$ cat src/rtl/cp0_pkg.sv
// Shared CP0 constants: register numbers, SR/Cause field positions, exception
// codes, the handler vector, and helpers that pack the SR and Cause words.
package cp0_pkg;

   localparam logic [4:0] REG_COUNT   = 5'd9;
   localparam logic [4:0] REG_COMPARE = 5'd11;
   localparam logic [4:0] REG_SR      = 5'd12;
   localparam logic [4:0] REG_CAUSE   = 5'd13;
   localparam logic [4:0] REG_EPC     = 5'd14;
   localparam logic [4:0] REG_PRID    = 5'd15;

   localparam int SR_IE     = 0;
   localparam int SR_EXL    = 1;
   localparam int SR_IM_LO  = 10;
   localparam int SR_IM_HI  = 15;
   localparam int CAUSE_BD  = 31;
   localparam int CAUSE_IP_LO = 10;
   localparam int CAUSE_EXC_LO = 2;

   localparam logic [4:0] EXC_INT  = 5'd0;
   localparam logic [4:0] EXC_ADEL = 5'd4;
   localparam logic [4:0] EXC_ADES = 5'd5;
   localparam logic [4:0] EXC_RI   = 5'd10;
   localparam logic [4:0] EXC_OV   = 5'd12;

   localparam logic [31:0] EXC_VECTOR = 32'h0000_4180;

   function automatic logic [31:0] sr_word(input logic [5:0] im, input logic exl, input logic ie);
      return {16'b0, im, 8'b0, exl, ie};
   endfunction

   function automatic logic [31:0] cause_word(input logic bd, input logic [5:0] ip, input logic [4:0] exc);
      return {bd, 15'b0, ip, 3'b0, exc, 2'b0};
   endfunction

endpackage

$ cat src/rtl/cp0_int_ctrl_if.sv
// Pipeline <-> CP0 signal bundle. The pipeline (master) drives register access,
// M-stage status and interrupt lines; CP0 (slave) returns IntReq, EPC and Dout.
// IntReq/Dout are combinational on the same cycle; no valid/ready handshake.
interface cp0_int_ctrl_if;
   logic [4:0]  A1;
   logic [4:0]  A2;
   logic [31:0] Din;
   logic        We;
   logic [31:0] PC;
   logic        BD;
   logic [4:0]  ExcCode;
   logic [7:2]  HWInt;
   logic        EXLClr;
   logic        IntReq;
   logic [31:0] EPC;
   logic [31:0] Dout;

   modport master (output A1, A2, Din, We, PC, BD, ExcCode, HWInt, EXLClr,
                   input  IntReq, EPC, Dout);
   modport slave  (input  A1, A2, Din, We, PC, BD, ExcCode, HWInt, EXLClr,
                   output IntReq, EPC, Dout);
endinterface

$ cat src/rtl/cp0_timer.sv
// Count/Compare timer with a sticky match flag that drives IP[7].
// Only instantiated when CP0_TIMER_EN is defined.
import cp0_pkg::*;

module cp0_timer (
   input  logic        clk,
   input  logic        reset,
   input  logic        we,
   input  logic [4:0]  addr,
   input  logic [31:0] din,
   output logic [31:0] count,
   output logic [31:0] compare,
   output logic        ti_pend
);

   always_ff @(posedge clk) begin
      if (reset) begin
         count   <= '0;
         compare <= '0;
         ti_pend <= 1'b0;
      end else begin
         count <= (we && addr == REG_COUNT) ? din : count + 32'd1;
         // Rewriting Compare acknowledges the timer interrupt.
         if (we && addr == REG_COMPARE) begin
            compare <= din;
            ti_pend <= 1'b0;
         end else if (count == compare && compare != 32'd0) begin
            ti_pend <= 1'b1;
         end
      end
   end

endmodule

$ cat src/rtl/cp0_int_ctrl.sv
// CP0 exception/interrupt controller: SR, Cause, EPC, PrID and entry/eret control.
// Define CP0_TIMER_EN to add the Count/Compare timer feeding IP[7].
import cp0_pkg::*;

module cp0_int_ctrl #(
   parameter logic [31:0] PRID      = 32'h2021_0707,
   parameter logic [5:0]  SR_IM_RST = 6'h00
) (
   input  logic            clk,
   input  logic            reset,
   cp0_int_ctrl_if.slave   bus
);

   logic [5:0]  im_q;
   logic [5:0]  ip_q;
   logic        exl_q;
   logic        ie_q;
   logic        bd_q;
   logic [4:0]  exc_q;
   logic [31:0] epc_q;
   logic [5:0]  hw_eff;
   logic        int_pend;
   logic        exc_pend;
   logic        take;
   logic        wr_ok;
   logic [31:0] dout;

`ifdef CP0_TIMER_EN
   logic [31:0] count;
   logic [31:0] compare;
   logic        ti_pend;

   cp0_timer u_timer (
      .clk     (clk),
      .reset   (reset),
      .we      (wr_ok),
      .addr    (bus.A2),
      .din     (bus.Din),
      .count   (count),
      .compare (compare),
      .ti_pend (ti_pend)
   );

   assign hw_eff = {bus.HWInt[7] | ti_pend, bus.HWInt[6:2]};
`else
   assign hw_eff = bus.HWInt;
`endif

   assign int_pend = (|(hw_eff & im_q)) & ie_q & ~exl_q;
   assign exc_pend = (bus.ExcCode != EXC_INT) & ~exl_q;
   assign take     = ~reset & (int_pend | exc_pend);
   // An exception entry in the same cycle discards any mtc0.
   assign wr_ok    = bus.We & ~take;

   assign bus.IntReq = take;
   assign bus.EPC    = epc_q;
   assign bus.Dout   = dout;

   always_ff @(posedge clk) begin
      if (reset) begin
         im_q  <= SR_IM_RST;
         exl_q <= 1'b0;
         ie_q  <= 1'b0;
         bd_q  <= 1'b0;
         exc_q <= EXC_INT;
         ip_q  <= '0;
         epc_q <= '0;
      end else begin
         ip_q <= hw_eff;
         if (take) begin
            exl_q <= 1'b1;
            bd_q  <= bus.BD;
            exc_q <= int_pend ? EXC_INT : bus.ExcCode;
            epc_q <= bus.BD ? bus.PC - 32'd4 : bus.PC;
         end else begin
            if (wr_ok && bus.A2 == REG_SR) begin
               im_q <= bus.Din[SR_IM_HI:SR_IM_LO];
               ie_q <= bus.Din[SR_IE];
            end
            if (wr_ok && bus.A2 == REG_EPC)
               epc_q <= bus.Din;
            // eret overrides the EXL bit of a simultaneous SR write.
            if (bus.EXLClr)
               exl_q <= 1'b0;
            else if (wr_ok && bus.A2 == REG_SR)
               exl_q <= bus.Din[SR_EXL];
         end
      end
   end

   always_comb begin
      dout = '0;
      case (bus.A1)
         REG_SR:      dout = sr_word(im_q, exl_q, ie_q);
         REG_CAUSE:   dout = cause_word(bd_q, ip_q, exc_q);
         REG_EPC:     dout = epc_q;
         REG_PRID:    dout = PRID;
`ifdef CP0_TIMER_EN
         REG_COUNT:   dout = count;
         REG_COMPARE: dout = compare;
`endif
         default:     dout = '0;
      endcase
   end

endmodule

$ cat src/flat_wrapper.sv
// flat-port wrapper written by rule: the top's interface ports become plain ports
module cp0_int_ctrl_flat 
#(
   parameter logic [31:0] PRID      = 32'h2021_0707,
   parameter logic [5:0]  SR_IM_RST = 6'h00
)
  (clk, reset, bus_A1, bus_A2, bus_Din, bus_We, bus_PC, bus_BD, bus_ExcCode, bus_HWInt, bus_EXLClr, bus_IntReq, bus_EPC, bus_Dout);
  cp0_int_ctrl_if bus_i ();
  input  logic clk;
  input  logic reset;
  input wire logic [$bits(bus_i.A1)-1:0] bus_A1;
  input wire logic [$bits(bus_i.A2)-1:0] bus_A2;
  input wire logic [$bits(bus_i.Din)-1:0] bus_Din;
  input wire logic [$bits(bus_i.We)-1:0] bus_We;
  input wire logic [$bits(bus_i.PC)-1:0] bus_PC;
  input wire logic [$bits(bus_i.BD)-1:0] bus_BD;
  input wire logic [$bits(bus_i.ExcCode)-1:0] bus_ExcCode;
  input wire logic [$bits(bus_i.HWInt)-1:0] bus_HWInt;
  input wire logic [$bits(bus_i.EXLClr)-1:0] bus_EXLClr;
  output wire logic [$bits(bus_i.IntReq)-1:0] bus_IntReq;
  output wire logic [$bits(bus_i.EPC)-1:0] bus_EPC;
  output wire logic [$bits(bus_i.Dout)-1:0] bus_Dout;
  assign bus_i.A1 = bus_A1;
  assign bus_i.A2 = bus_A2;
  assign bus_i.Din = bus_Din;
  assign bus_i.We = bus_We;
  assign bus_i.PC = bus_PC;
  assign bus_i.BD = bus_BD;
  assign bus_i.ExcCode = bus_ExcCode;
  assign bus_i.HWInt = bus_HWInt;
  assign bus_i.EXLClr = bus_EXLClr;
  assign bus_IntReq = bus_i.IntReq;
  assign bus_EPC = bus_i.EPC;
  assign bus_Dout = bus_i.Dout;
  cp0_int_ctrl #(.PRID(PRID), .SR_IM_RST(SR_IM_RST)) u_core (.clk(clk), .reset(reset), .bus(bus_i));
endmodule
$ cat config.mk
export PLATFORM = sky130hd
export DESIGN_NAME = cp0_int_ctrl_flat
export DESIGN_NICKNAME = d
export VERILOG_FILES = /design/src/rtl/cp0_pkg.sv /design/src/rtl/cp0_int_ctrl_if.sv /design/src/rtl/cp0_timer.sv /design/src/rtl/cp0_int_ctrl.sv /design/src/flat_wrapper.sv
export SDC_FILE = /design/constraint.sdc
export NUM_CORES = 1
export LEC_CHECK = 0
export CAP_MARGIN = 40
export CORE_MARGIN = 1.5
export CORE_UTILIZATION = 38
export DETAILED_ROUTE_END_ITERATION = 12
export PLACE_DENSITY_LB_ADDON = 0.2
export SLEW_MARGIN = 20
export SYNTH_ARGS = -nofsm -noshare
export SYNTH_HDL_FRONTEND = slang
export SYNTH_SLANG_ARGS = --single-unit
$ cat constraint.sdc
create_clock -name clk -period 2.6 [get_ports clk]
set_input_delay 0.52 -clock clk [delete_from_list [all_inputs] [get_ports clk]]
set_output_delay 0.52 -clock clk [all_outputs]
set_load 0.02 [all_outputs]
* Yosys cells after proc, flatten, opt, wreduce, memory -nomap -nowiden
Index checks and enable logic that the tools add are counted.
** Storage, ports and cells
- Flip-flop bits (word level) :: 52
- Output and inout bits :: 65
** Cells by class
- Add/subtract/negate cells :: 1
- Equal/unequal tests :: 6
- Muxes and demuxes :: 8
- Bitwise gates (word level) :: 10
- Reduce and logical (&&, ||, !) cells :: 7
** Operators with widths (number)
- case mux 32 bit (4 select lines) :: 1
- two-way mux 32 bit :: 3
- subtractor 32 x 3 -> 32 bit, second input constant :: 1
- == test 5 x 4 -> 1 bit, second input constant :: 6
- AND 6 bit :: 1
- OR reduction 6 bit :: 1
- AND 1 bit :: 5
- two-way mux 5 bit :: 1
- nonzero test 5 bit :: 1
- two-way mux 1 bit :: 3
- NOT 1 bit :: 3
- nonzero test 3 bit :: 1
- logical AND 1 bit :: 2
- AND reduction 2 bit :: 1
- nonzero test 2 bit :: 1
- bitwise OR 1 bit :: 1

* Depth between registers and ports, before layout
Gate-level depths: netlist of run 1.
- Word-level depth :: 12
- Gate-level depth with buffers :: 6
- Depth with buffers taken out :: 6

* Worst setup path after synthesis of run 1
Ideal clock, no wire load.
- Kind :: input port to output port
- Start :: in bus_ExcCode[3]
- End :: out bus_IntReq
- Arrival :: 2.222 ns
- Required time :: 2.080 ns
- Setup slack :: -0.142 ns
- Stages :: 6
- Buffers on the path :: 2
- Cell sequence :: or4_1 -> o21ba_1 -> clkbuf_1 -> clkbuf_1 -> nor2_1 -> nor2_1
** Between the ends
- Cells in the longest elaborated chain, start to end :: 4
** RTL lines
- start: declaration :: line flat_wrapper.sv:17 : input wire logic [$bits(bus_i.ExcCode)-1:0] bus_ExcCode;
- nonzero test 5 bit :: line cp0_int_ctrl.sv:50 : assign exc_pend = (bus.ExcCode != EXC_INT) & ~exl_q;
- AND 1 bit :: line cp0_int_ctrl.sv:50
- bitwise OR 1 bit :: line cp0_int_ctrl.sv:51 : assign take = ~reset & (int_pend | exc_pend);
- AND 1 bit :: line cp0_int_ctrl.sv:51
- end: declaration :: line flat_wrapper.sv:20 : output wire logic [$bits(bus_i.IntReq)-1:0] bus_IntReq;
Every way passes these cells.

* Final worst setup path of run 1
Ends and elaborated chain as after synthesis.

==> results of run 1 <==
worst reg2reg max path, delay by kind of cell (launching register included):
kind / cells / cell delay (ps)
multiplexers: 1 / 200
flip-flops: 1 / 340
AO/OA/AOI/OAI: 2 / 530
AND/OR/NAND/NOR: 1 / 250
buffers and inverters: 2 / 490
worst max-delay path by stage:
stage | from | endpoint | slack [ps]
after CTS | bus_ExcCode[3] | bus_IntReq | -80
after detailed placement | bus_ExcCode[3] | bus_IntReq | -360
after global routing | bus_ExcCode[3] | bus_IntReq | -0.02
after floorplan | bus_ExcCode[3] | bus_IntReq | 40
after global placement | bus_ExcCode[3] | bus_IntReq | -330
final | bus_ExcCode[3] | bus_IntReq | 30
layer usage:
metal | vias to the layer above | GRT usage
li1 | 2038 | -
met2 | 191 | 0.454
met5 | - | 0
met4 | 0 | 0.0780
met1 | 2034 | 0.357
met3 | 17 | 0.0315
registers in the layout (all words and copies together) (netlist names):
name and flops:
u_core.ip_q 6, u_core.exc_q 5, u_core.exl_q 1, u_core.ie_q 1, u_core.bd_q 1, u_core.bus.EPC 32
u_core.im_q 6
stage by stage:
stage               worst slack (ps)  utilization  power [mW]
finish                          30.9        0.633        2.09
global route                 -0.0164        0.633        2.17
CTS                            -83.5        0.642        2.08
detailed placement              -361        0.636        1.62
global placement                -325        0.636        1.60
floorplan                       42.6            -        1.21
where the power goes:
group	internal, mW	switching [mW]	leakage [nW]
Clock	0.189	0.300	0.0479
Sequential	0.857	0.0522	0.431
Combinational	0.367	0.327	1.53
Total	1.41	0.679	2.01
kinds of logic after synthesis:
group,Yosys count,synth area share
fa+ha+maj,1,0.00362
buf+inv,41,0.0453
xor+xnor,9,0.0228
simple gates,151,0.244
mux,24,0.0696
compound gates,139,0.313
flops,52,0.301
area by class of cell:
class | instances | share of cell area
multi-input combinational | 324 | 0.414
timing repair buffer | 220 | 0.354
sequential | 52 | 0.188
tap | 108 | 0.0244
clock buffer | 5 | 0.0124
inverter | 7 | 0.00474
clock inverter | 3 | 0.00338
placed cells by master (no fill, tap or decap), types with 2 or more instances in the layout:
| cell type | count |
|---|---|
| nor3_1 | 8 |
| nor2_1 | 39 |
| a211oi_1 | 17 |
| o41ai_1 | 5 |
| or3_1 | 11 |
| or4_4 | 3 |
| nor3_2 | 2 |
| or4_1 | 9 |
| or4b_1 | 4 |
| xnor2_1 | 4 |
| mux2i_1 | 24 |
| clkbuf_2 | 22 |
| nand3_1 | 4 |
| a2111oi_0 | 24 |
| clkinv_2 | 2 |
| o31ai_1 | 10 |
| inv_1 | 5 |
| dlygate4sd2_1 | 8 |
| nand4_1 | 8 |
| clkdlybuf4s50_1 | 121 |
| a22oi_1 | 8 |
| xor2_1 | 5 |
| buf_4 | 62 |
| nor2b_1 | 10 |
| a311oi_1 | 17 |
| buf_12 | 4 |
| a21oi_1 | 15 |
| clkbuf_8 | 5 |
| and2_1 | 14 |
| clkdlybuf4s15_1 | 2 |
| dfxtp_1 | 52 |
| o31a_1 | 24 |
| o21ai_0 | 8 |
| nor4_1 | 3 |
| nand2_1 | 26 |
| inv_2 | 2 |
timing repair:
action | CTS | global route
setup endpoints to repair | 33 | 25
endpoints found under the hold margin | 0 | 0
gates resized for setup | 35 | 50
==> impl_metrics.tcl, run 1 <==
set metrics [dict create \
    status "finished clean" \
    cts_tree "built" \
    hold_viol 0 \
    die_area_um2 9670 \
    tns_ps 0 \
    cts_buffers 5 \
    grt_overflow 0 \
    worstHoldPathCells 2 \
    postCtsSetupBuffers 0 \
    critPathSlowestCell "or4_4" \
    cts_sinks 52 \
    dr.max_layer_used "met4" \
    design.portCount 155 \
    area_growth_pct 60.7 \
    min_from "u_core.bd_q" \
    wl_met3_um 998 \
    ys_top_cells_by_count "dfxtp_1 (52), nor2_1 (40), clkbuf_1 (31)" \
    maxSlewViolCount 0 \
    dr_wl_met2_um 6440 \
    synth_edf_count 0 \
    first_iter_violations 328 \
    clock-skew-final_ps 9.03 \
    core_um2 8760 \
    syn_area_um2 3450 \
    async_reset_ff_frac 0 \
    fin_crit_ps 2570 \
    seq_area_frac_synth 0.301 \
    syn_inst 417 \
    portBuffers 154 \
    cts_buffer_depth 2 \
    fin_area_um2 5550 \
    yosysMostFrequentCell "dfxtp_1" \
    cap_violations 0 \
    place_area_um2 5580 \
    ir_worst_vdd_v 0.000222 \
    rrSetupSlack_ps 720 \
    min_to "u_core.bd_q" \
    leakage_nw 2.01 \
    cp.depth 6 \
    clk-insertion-delay-late_ps 320 \
    ant_nets 0 \
    r2r_cells 6 \
    via_per_inst 5.95 \
    grt_max_degree 42 \
    htree_levels 2 \
    r2r-end "u_core.im_q[1]" \
    regToRegStartpoint "u_core.im_q[0]" \
    die_x_um 98.3 \
    place_hpwl_um 10100 \
    grt_pass1_wl_um 21000 \
    synthDominantCellAreaShare 0.301 \
    drt_wl_total_um 13400 \
    rows 34 \
    start_util 0.394 \
    synth_ff_type "dfxtp_1" \
    synth_seq_cells 52 \
    seqCellArea_um2 1040 \
    rsz0062_at_grt "true" \
    syn_avg_cell_area_um2 8.28 \
    ys_warn_count 0 \
    final-instance-count-excl-fill 719 \
    post-route-drc-count 0 \
    track_usage 0.268 \
    slew_headroom 0.673 \
    met1_length_um 5770 \
    worstPathRequired_ps 2080 \
    hold_path_class "flip-flop to flip-flop" \
    fillCellCount 767 \
    cp_max_fo 2 \
    antenna_found_initial 0 \
    syn-num-nets 508 \
    tightest_slew_ps 484 \
    wl_per_cell_um 18.6 \
    num-nets-final 701 \
    setup_viol 0 \
    synth.distinct_cells 51 \
    ctsHoldBuffers 0 \
    critical_path_class "input port to output port" \
    path_buf_inv 2 \
    worst_hold_slack_ps 473 \
    synth_top_area_cell "dfxtp_1" \
    setup.worst_path.end_class "output port" \
    arrival_ps 2050 \
    finalCritPeriodShare 0.988 \
    synthTopCellsByArea "dfxtp_1 (30%), mux2i_1 (7.0%), a2111oi_0 (6.1%), o31a_1 (6.1%), a311oi_1 (4.6%)" \
    clkTransAtPathRegs_ps 100 \
    critical_path.cell_chain "clkdlybuf4s50_1, or4_4, o21ba_4, nor2_4, nor2_1, buf_2" \
    fmax_mhz 389 \
    die_height_um 98.3 \
    antenna_cells 0 \
    powerDensity_nw_per_um2 377 \
    firstDrtPassIters 5 \
    crit_family "simple AND/OR/NAND/NOR gates" \
    slowest_delay_ps 550 \
    critPathLaunchType "input port" \
    multi_input_area_um2 2300 \
    vias 4280 \
    drive_gt1_frac 0.180 \
    dpl.cell_count 711 \
    place.gp.congestion 0.891 \
    first_global_vias 4208 \
    clockRootBuffer "clkbuf_8" \
]
Power figures use the tool's default switching activity.
==> run 2, diff against run 1 <==
--- a/config.mk
+++ b/config.mk
@@ -7,7 +7,7 @@
 export LEC_CHECK = 0
 export CAP_MARGIN = 40
 export CORE_MARGIN = 1.5
-export CORE_UTILIZATION = 38
+export CORE_UTILIZATION = 40
 export DETAILED_ROUTE_END_ITERATION = 12
 export PLACE_DENSITY_LB_ADDON = 0.2
 export SLEW_MARGIN = 20
==> constraint.sdc (replaced) <==
create_clock -name clk -period 3 [get_ports clk]
set_input_delay 0.6 -clock clk [delete_from_list [all_inputs] [get_ports clk]]
set_output_delay 0.6 -clock clk [all_outputs]
set_load 0.02 [all_outputs]
==> impl_metrics.tcl, run 2 (same netlist as run 1, synthesis figures left out) <==
set metrics [dict create \
    worstPathRequired_ps 2400 \
    mostFrequentLayoutCell "clkdlybuf4s50_1" \
    finalCritPeriodShare 0.974 \
    vias 4136 \
    tightest_slew_ps 588 \
    wl_per_cell_um 18.5 \
    timing.final.ws_setup_ps 77.6 \
    antenna_found_initial 0 \
    largest_reg_flops 32 \
    min_to "u_core.bd_q" \
    pwr-share-comb 0.321 \
    worstHoldPathCells 2 \
    clock-skew-final_ps 11.9 \
    ir_worst_vdd_v 0.000177 \
    num-nets-final 672 \
    slew_headroom 0.603 \
    powerDensity_nw_per_um2 326 \
    ant_nets 0 \
    place_ws_ps -127 \
    rsz0062_at_grt "false" \
    post-route-drc-count 0 \
    final_core_util 0.655 \
    leakage_nw 2.13 \
    dr.max_layer_used "met4" \
    start_util 0.416 \
    drt_wl_total_um 12700 \
    wl_met3_um 888 \
    swShare 0.319 \
    fin_area_um2 5440 \
    cap_violations 0 \
    mostFrequentLayoutCells "clkdlybuf4s50_1 (134), dfxtp_1 (52), nor2_1 (40)" \
    portBuffers 154 \
    arrival_ps 2320 \
    hold_path_class "flip-flop to flip-flop" \
    cts_buffers 5 \
    status "finished clean" \
    firstDrtPassIters 4 \
    die_area_um2 9200 \
    rrSetupSlack_ps 1140 \
    rows 33 \
    fmax_mhz 342 \
    fin_crit_ps 2920 \
    antenna_cells 0 \
    clockRootBuffer "clkbuf_8" \
    cts_sinks 52 \
    clockPowerShare 0.234 \
    core_um2 8300 \
    maxSlewViolCount 0 \
    tns_ps 0 \
    cp_max_fo 2 \
    worst_hold_slack_ps 474 \
    clkTransAtPathRegs_ps 100 \
    first_global_vias 3976 \
    place.gp.congestion 0.839 \
    htree_levels 2 \
    p_seq_frac 0.445 \
    setup.worst_path.end_class "output port" \
    clk-insertion-delay-late_ps 310 \
    dpl.cell_count 679 \
    r2r_cells 6 \
    p_switching_mw 0.564 \
    regToRegStartpoint "u_core.im_q[3]" \
    ctsHoldBuffers 0 \
    postCtsSetupBuffers 0 \
    cts_tree "built" \
    min_from "u_core.bd_q" \
    cts_buffer_depth 2 \
    dr_wl_met2_um 6100 \
    final-instance-count-excl-fill 687 \
    hold_viol 0 \
    power.internal_mw 1.20 \
    via_per_inst 6.02 \
    die_height_um 95.9 \
    first_iter_violations 222 \
    setup_viol 0 \
    design.portCount 155 \
    place_hpwl_um 9600 \
    critical_path_class "input port to output port" \
    die_x_um 95.9 \
    grt_overflow 0 \
    met1_length_um 5540 \
    track_usage 0.274 \
    r2r-end "u_core.im_q[0]" \
    grt_pass1_wl_um 19500 \
    power_mw 1.77 \
    grt_max_degree 42 \
    critPathLaunchType "input port" \
    area_growth_pct 57.4 \
    drive_gt1_frac 0.0945 \
    place_area_um2 5300 \
]
-- run 2: worst max-delay path by stage --
stage | startpoint | to | slack (ps) | depth (start not counted)
after floorplan | bus_ExcCode[3] | bus_IntReq | 100 | 6
after global placement | bus_ExcCode[3] | bus_IntReq | -90 | 6
after detailed placement | bus_ExcCode[3] | bus_IntReq | -130 | 6
after CTS | bus_A1[1] | bus_Dout[27] | 20 | 6
after global routing | bus_A1[1] | bus_Dout[14] | 3 | 7
final | bus_ExcCode[3] | bus_IntReq | 80 | 6
-- run 2: area by class of cell --
cell class / instances / area [um2]
multi-input cells: 324 / 2280
fillers: 719 / 2860
repair buffers: 191 / 1870
flip-flops and latches: 52 / 1040
clock buffers: 5 / 68.8
inverters: 7 / 26.3
well taps: 105 / 131
clock inverters: 3 / 23.8
-- run 2: critical path, stage by stage --
cell	delay [ps]
clkdlybuf4s50_1	430
or4_1	560
o21ba_1	200
nor2_1	140
nor2_1	60
dlygate4sd2_1	320
-- run 2: metal layers --
metal	up-vias	track usage
met4	0	0.0760
met1	1957	0.359
met3	19	0.0324
li1	1975	-
met2	185	0.470
met5	-	0
-- run 2: repair_timing --
action                                  CTS  global route
pin swaps                                 0             0
endpoints found under the setup margin    1            19
gates resized for setup                   1            19
endpoints found under the hold margin     0             0
-- run 2: power by group through the flow --
stage               combinational (mW)  clock, mW  sequential, mW
floorplan                        0.209          0           0.838
global placement                 0.555          0           0.800
detailed placement               0.564          0           0.802
CTS                              0.566      0.423           0.786
global route                     0.609      0.446           0.794
finish                           0.568      0.414           0.787
